$ cat config.mk
export PLATFORM = sky130hd
export DESIGN_NAME = sprite_mover_flat
export DESIGN_NICKNAME = d
export VERILOG_FILES = /design/src/rtl/sprite_mover_if.sv /design/src/rtl/sprite_mover.sv /design/src/flat_wrapper.sv
export SDC_FILE = /design/constraint.sdc
export NUM_CORES = 1
export LEC_CHECK = 0
export CAP_MARGIN = 20
export CORE_ASPECT_RATIO = 1.25
export CORE_MARGIN = 3
export CORE_UTILIZATION = 40
export CTS_CLUSTER_DIAMETER = 200
export DETAILED_ROUTE_END_ITERATION = 6
export HOLD_SLACK_MARGIN = 0.06
export SETUP_SLACK_MARGIN = 0.1
export SYNTH_ARGS = -nofsm -noshare
export SYNTH_HDL_FRONTEND = slang
export SYNTH_SLANG_ARGS = --single-unit
$ cat constraint.sdc
create_clock -name CLOCK -period 2.1 [get_ports CLOCK]
set_input_delay 0.42 -clock CLOCK [delete_from_list [all_inputs] [get_ports CLOCK]]
set_output_delay 0.42 -clock CLOCK [all_outputs]
set_load 0.005 [all_outputs]
$ cat src/rtl/sprite_mover_if.sv
// Plotter-side bundle for sprite_mover: control inputs plus the pixel write port.
interface sprite_mover_if;
    logic       go;
    logic       pause;
    logic [2:0] colour_in;
    logic [7:0] x;
    logic [6:0] y;
    logic [2:0] colour;
    logic       writeEn;
    logic       busy;
    logic [2:0] current_state;

    // Driver of go/pause/colour, consumer of the pixel stream.
    modport master (
        output go, pause, colour_in,
        input  x, y, colour, writeEn, busy, current_state
    );

    // The animator itself.
    modport slave (
        input  go, pause, colour_in,
        output x, y, colour, writeEn, busy, current_state
    );
endinterface

$ cat src/rtl/sprite_mover.sv
// Single-sprite animator: draw, hold, erase, step with edge bounce, repeat.
module sprite_mover #(
    parameter int unsigned SPRITE_W        = 8,
    parameter int unsigned SPRITE_H        = 8,
    parameter int unsigned SCREEN_W        = 160,
    parameter int unsigned SCREEN_H        = 120,
    parameter int unsigned TICKS_PER_FRAME = 833334,
    parameter int unsigned FRAMES_PER_STEP = 15,
    parameter int unsigned STEP            = 1,
    parameter int unsigned X_INIT          = 0,
    parameter int unsigned Y_INIT          = 0
) (
    input logic           CLOCK,
    input logic           resetn,
    sprite_mover_if.slave bus
);

    localparam int unsigned XMAX = SCREEN_W - SPRITE_W;
    localparam int unsigned YMAX = SCREEN_H - SPRITE_H;
    localparam int unsigned TW   = (TICKS_PER_FRAME > 1) ? $clog2(TICKS_PER_FRAME) : 1;
    localparam int unsigned FW   = (FRAMES_PER_STEP > 1) ? $clog2(FRAMES_PER_STEP) : 1;

    localparam logic [4:0]    CX_LAST    = 5'(SPRITE_W - 1);
    localparam logic [4:0]    CY_LAST    = 5'(SPRITE_H - 1);
    localparam logic [TW-1:0] TICK_LOAD  = TW'(TICKS_PER_FRAME - 1);
    localparam logic [FW-1:0] FRAME_LOAD = FW'(FRAMES_PER_STEP - 1);
    localparam logic [8:0]    XMAX_EXT   = 9'(XMAX);
    localparam logic [7:0]    XMAX_PX    = 8'(XMAX);
    localparam logic [7:0]    YMAX_EXT   = 8'(YMAX);
    localparam logic [6:0]    YMAX_PY    = 7'(YMAX);
    localparam logic [7:0]    STEP_PX    = 8'(STEP);
    localparam logic [6:0]    STEP_PY    = 7'(STEP);

    typedef enum logic [2:0] {
        StIdle  = 3'd0,
        StArm   = 3'd1,
        StDraw  = 3'd2,
        StWait  = 3'd3,
        StErase = 3'd4,
        StMove  = 3'd5
    } state_e;

    state_e        state_q, state_d;
    logic [7:0]    px_q, px_d;
    logic [6:0]    py_q, py_d;
    logic          dx_q, dx_d;
    logic          dy_q, dy_d;
    logic [4:0]    cx_q, cx_d;
    logic [4:0]    cy_q, cy_d;
    logic [TW-1:0] tick_q, tick_d;
    logic [FW-1:0] frame_q, frame_d;
    logic [2:0]    colour_q, colour_d;

    // One extra bit so a forward step near the edge cannot wrap before the compare.
    logic [8:0] px_fwd;
    logic [7:0] py_fwd;
    assign px_fwd = {1'b0, px_q} + {1'b0, STEP_PX};
    assign py_fwd = {1'b0, py_q} + {1'b0, STEP_PY};

    // State and datapath registers.
    always_ff @(posedge CLOCK or negedge resetn) begin
        if (!resetn) begin
            state_q  <= StIdle;
            px_q     <= 8'(X_INIT);
            py_q     <= 7'(Y_INIT);
            dx_q     <= 1'b1;
            dy_q     <= 1'b1;
            cx_q     <= '0;
            cy_q     <= '0;
            tick_q   <= TICK_LOAD;
            frame_q  <= FRAME_LOAD;
            colour_q <= '0;
        end else begin
            state_q  <= state_d;
            px_q     <= px_d;
            py_q     <= py_d;
            dx_q     <= dx_d;
            dy_q     <= dy_d;
            cx_q     <= cx_d;
            cy_q     <= cy_d;
            tick_q   <= tick_d;
            frame_q  <= frame_d;
            colour_q <= colour_d;
        end
    end

    // Next-state: sequencing, raster walk, frame timer and bounce step.
    always_comb begin
        state_d  = state_q;
        px_d     = px_q;
        py_d     = py_q;
        dx_d     = dx_q;
        dy_d     = dy_q;
        cx_d     = cx_q;
        cy_d     = cy_q;
        tick_d   = tick_q;
        frame_d  = frame_q;
        colour_d = colour_q;

        case (state_q)
            StIdle: begin
                if (bus.go) state_d = StArm;
            end
            StArm: begin
                if (!bus.go) begin
                    state_d  = StDraw;
                    colour_d = bus.colour_in;
                end
            end
            StDraw, StErase: begin
                if (cx_q == CX_LAST) begin
                    cx_d = '0;
                    if (cy_q == CY_LAST) begin
                        cy_d    = '0;
                        state_d = (state_q == StDraw) ? StWait : StMove;
                    end else begin
                        cy_d = cy_q + 5'd1;
                    end
                end else begin
                    cx_d = cx_q + 5'd1;
                end
            end
            StWait: begin
                // Counters run down to zero and reload, so they are ready for the next hold.
                if (!bus.pause) begin
                    if (tick_q == '0) begin
                        tick_d = TICK_LOAD;
                        if (frame_q == '0) begin
                            frame_d = FRAME_LOAD;
                            state_d = StErase;
                        end else begin
                            frame_d = frame_q - 1'b1;
                        end
                    end else begin
                        tick_d = tick_q - 1'b1;
                    end
                end
            end
            StMove: begin
                if (dx_q) begin
                    if (px_fwd >= XMAX_EXT) begin
                        px_d = XMAX_PX;
                        dx_d = 1'b0;
                    end else begin
                        px_d = px_fwd[7:0];
                    end
                end else if (px_q <= STEP_PX) begin
                    px_d = '0;
                    dx_d = 1'b1;
                end else begin
                    px_d = px_q - STEP_PX;
                end

                if (dy_q) begin
                    if (py_fwd >= YMAX_EXT) begin
                        py_d = YMAX_PY;
                        dy_d = 1'b0;
                    end else begin
                        py_d = py_fwd[6:0];
                    end
                end else if (py_q <= STEP_PY) begin
                    py_d = '0;
                    dy_d = 1'b1;
                end else begin
                    py_d = py_q - STEP_PY;
                end

                state_d  = StDraw;
                colour_d = bus.colour_in;
            end
            default: state_d = StIdle;
        endcase
    end

    // Pixel port and status, decoded straight from registered state.
    always_comb begin
        bus.x             = px_q + {3'b000, cx_q};
        bus.y             = py_q + {2'b00, cy_q};
        bus.writeEn       = (state_q == StDraw) || (state_q == StErase);
        bus.colour        = (state_q == StDraw) ? colour_q : 3'b000;
        bus.busy          = (state_q != StIdle) && (state_q != StArm);
        bus.current_state = state_q;
    end

endmodule

$ cat src/flat_wrapper.sv
// flat-port wrapper written by rule: the top's interface ports become plain ports
module sprite_mover_flat 
#(
    parameter int unsigned SPRITE_W        = 8,
    parameter int unsigned SPRITE_H        = 8,
    parameter int unsigned SCREEN_W        = 160,
    parameter int unsigned SCREEN_H        = 120,
    parameter int unsigned TICKS_PER_FRAME = 833334,
    parameter int unsigned FRAMES_PER_STEP = 15,
    parameter int unsigned STEP            = 1,
    parameter int unsigned X_INIT          = 0,
    parameter int unsigned Y_INIT          = 0
)
  (CLOCK, resetn, bus_go, bus_pause, bus_colour_in, bus_x, bus_y, bus_colour, bus_writeEn, bus_busy, bus_current_state);
  sprite_mover_if bus_i ();
  input logic CLOCK;
  input logic resetn;
  input wire logic [$bits(bus_i.go)-1:0] bus_go;
  input wire logic [$bits(bus_i.pause)-1:0] bus_pause;
  input wire logic [$bits(bus_i.colour_in)-1:0] bus_colour_in;
  output wire logic [$bits(bus_i.x)-1:0] bus_x;
  output wire logic [$bits(bus_i.y)-1:0] bus_y;
  output wire logic [$bits(bus_i.colour)-1:0] bus_colour;
  output wire logic [$bits(bus_i.writeEn)-1:0] bus_writeEn;
  output wire logic [$bits(bus_i.busy)-1:0] bus_busy;
  output wire logic [$bits(bus_i.current_state)-1:0] bus_current_state;
  assign bus_i.go = bus_go;
  assign bus_i.pause = bus_pause;
  assign bus_i.colour_in = bus_colour_in;
  assign bus_x = bus_i.x;
  assign bus_y = bus_i.y;
  assign bus_colour = bus_i.colour;
  assign bus_writeEn = bus_i.writeEn;
  assign bus_busy = bus_i.busy;
  assign bus_current_state = bus_i.current_state;
  sprite_mover #(.SPRITE_W(SPRITE_W), .SPRITE_H(SPRITE_H), .SCREEN_W(SCREEN_W), .SCREEN_H(SCREEN_H), .TICKS_PER_FRAME(TICKS_PER_FRAME), .FRAMES_PER_STEP(FRAMES_PER_STEP), .STEP(STEP), .X_INIT(X_INIT), .Y_INIT(Y_INIT)) u_core (.CLOCK(CLOCK), .resetn(resetn), .bus(bus_i));
endmodule
==> impl_metrics.yaml <==
finish:
  syn2layout_area_growth_pct: 45.6
  fin_area_um2: 5710
  insertedDiodeCount: 0
  final_nets: 603
  multi_input_area_um2: 2680
  drive_gt1_share_pct: 41.5
  n_fill_cell: 819
  seqCellArea_um2: 1450
timing:
  rsz0062_at_grt: "true"
  hold_ws_ns: 0.104
  min_period_over_period_pct: 117
  tightest_slew_ns: 0.340
  setup_ws_ns: -0.360
  min_period_ns: 2.46
  fin_worst_skew_ns: 0.00477
  setup_viol: 11
  slew_viol_final: 0
  fmax_ghz: 0.407
  hold_viol: 0
  relSlewSlack_pct: 77.1
  fin_tns_setup_ns: -1.85
clocking:
  h-tree-depth: 3
  cts_root_buf: "clkbuf_16"
  postCtsHoldBufs: 0
  cts_sinks: 57
  clockBufferDepth: 2
  clk_pin_slew_worst_paths_ns: 0.05
  tritoncts: "done"
  cts_buffers: 9
  insertion_delay_ns: 0.32
worst_setup_path:
  critPathMostFrequentCell: "inv_2"
  endpoint_kind: "output pin"
  path_cells: "ha_4 -> inv_2 -> fa_2 -> inv_2 -> a21oi_2 -> o21bai_1 -> buf_4 -> a21o_1 -> nand2_1 -> xnor2_1 -> buf_2"
  cpPeakStageDelay_ns: 0.38
  critical_path_class: "reg -> out"
  required_ns: 1.68
  cp-start-kind: "flip-flop"
  cp.arrival_ns: 2.04
  worstPathMaxFanout: 2
  cp_slowest_cell: "dfrtp_2"
  worst-path-buf-inv: 4
  crit_family: "adder cells"
run:
  maxCapViolations: 0
yosys:
  ys_ff_latch: 57
  synth_cells: 452
  synth_edf_count: 0
  synth_common_cells: "43 x nand2_1, 40 x dfrtp_1, 35 x nor2_1"
  synth.distinct_cells: 64
  async_reset_ff_share_pct: 100
  synthesis.nets: 482
  synth.area.top_cells: "dfrtp_1 26%, dfstp_2 11%, ha_1 6.7%"
  yosysWarnings: 0
  synth_top_area_cell: "dfrtp_1"
  synth_top_area_share_pct: 25.5
  synth-main-ff-cell: "dfrtp_1"
  ys_seq_area_share_pct: 36.9
  synth.most_common_cell: "nand2_1"
  syn_avg_cell_area_um2: 8.68
  syn_area_um2: 3920
grt:
  grt.met2_usage_pct: 36.0
  grt_pass1_vias: 3712
  grt_max_degree: 58
  grt-ovfl-total: 0
  globalRouteMet3Util_pct: 3.48
  grt_use_met1_pct: 24.3
  antenna_found_initial: 0
  globalRoute.busiestLayer: "met2"
  grt_use_total_pct: 20.0
  grt_pass1_wl_um: 17500
placement:
  dp_hpwl_um: 7350
  gp_congestion: 0.919
  post_dp_cell_area_um2: 4940
  port_buffers: 29
power:
  power.density_nw_per_um2: 943
  p_leak_nw: 2.49
  ir_drop_v: 0.000454
  finalPower_mw: 5.39
routing:
  post_drt_via_cell_ratio: 5.48
  drc: 0
  drtPass1Iterations: 4
  ant_nets: 0
  wl_um: 10700
  drt-initial-drc-count: 142
  via_count: 3840
  wire_per_inst_um: 15.2
status:
  outcome: "complete, but fails checks"
  violations: "negative setup slack"
min_path:
  hold_class: "in -> async"
floorplanning:
  initial_utilization_pct: 41.9
  die_y_um: 117
  coreArea_um2: 9370
  die_area_um2: 11000
  boundaryPins: 30
  die_x_um: 94.6
  rows: 39
==> area by class of cell <==
cell class | instances | area share, %
multi-input combinational | 346 | 47.0
clock inverter | 6 | 0.613
sequential | 57 | 25.4
tap | 123 | 2.69
inverter | 26 | 1.71
timing repair buffer | 133 | 18.6
clock buffer | 10 | 4.01
==> cells by family (layout without fill, tap and decap cells) <==
group	count (synthesis)	after routing	share of synthesized area, %
multiplexers	8	8	2.17
flip-flops	57	57	36.9
AND/OR/NAND/NOR	175	175	23.7
buffers and inverters	49	175	4.91
XOR/XNOR	28	28	6.25
AO/OA/AOI/OAI	112	112	18.4
adder cells (fa/ha/maj)	23	23	7.72
==> layer usage <==
layer | share of wire (%) | up-vias
met3 | 2.4 | 11
met5 | 0 | -
met4 | 1.1 | 0
li1 | - | 1876
met2 | 53 | 50
met1 | 43 | 1903
==> final timing paths <==
check                      slack, ns                             to                     startpoint  depth (start not counted)
setup / recovery               -0.36                       bus_x[6]     u_core.px_q[0]$_DFFE_PN0P_                         11
hold / removal                  0.10  u_core.frame_q[0]$_DFFE_PN0P_                         resetn                          2
max in group asynchronous       1.69        u_core.dx_q$_DFFE_PN1P_                         resetn                          2
setup reg to reg                   0  u_core.tick_q[14]$_DFFE_PN0P_   u_core.tick_q[6]$_DFFE_PN0P_                          6
hold reg to reg                 0.48  u_core.frame_q[3]$_DFFE_PN1P_  u_core.frame_q[3]$_DFFE_PN1P_                          2
min in group CLOCK              0.48  u_core.frame_q[3]$_DFFE_PN1P_  u_core.frame_q[3]$_DFFE_PN1P_                          2
==> cell usage in the layout, fill, tap and decap left out, types with 5 or more instances in the layout <==
cell,instances
clkbuf_16,9
nand4_1,8
nor3_1,13
buf_2,14
o31ai_1,5
nand2_1,41
inv_1,19
dfstp_2,17
or3_1,6
nand3_1,14
buf_4,90
a21oi_2,7
a21o_1,5
a21oi_1,18
nor3_4,5
inv_2,7
xnor2_1,19
nor3b_1,6
ha_4,5
and3_1,5
o21ai_0,23
ha_1,14
dfrtp_1,36
nor2_1,28
a31oi_1,6
xnor2_2,5
clkdlybuf4s50_1,10
buf_6,12
==> where the power goes <==
part | total [mW] | internal [mW] | switching [mW]
Sequential | 1.78 | 1.46 | 0.315
Clock | 1.30 | 0.788 | 0.511
Combinational | 2.31 | 1.30 | 1.01
Total | 5.39 | 3.55 | 1.84
==> through the flow <==
step	worst slack, ns	instances	util [%]
finish	-0.360	701	61.0
global route	-0.478	701	61.0
CTS	-0.368	689	57.4
detailed placement	-0.405	662	52.7
global placement	-0.367	662	52.7
floorplan	0.0507	452	-
==> flip-flops by register name (all words and copies together), names as in the netlist <==
register,cells
u_core.bus.current_state,3
u_core.colour_q,3
u_core.cx_q,5
u_core.cy_q,5
u_core.dx_q,1
u_core.dy_q,1
u_core.frame_q,4
u_core.px_q,8
u_core.py_q,7
u_core.tick_q,20
==> what timing repair did <==
action,4_1_cts,5_1_grt
setup endpoints to repair,44,44
buffers inserted,18,14
pin swaps,33,35
gates resized for setup,99,57
Power figures use the tool's default switching activity.
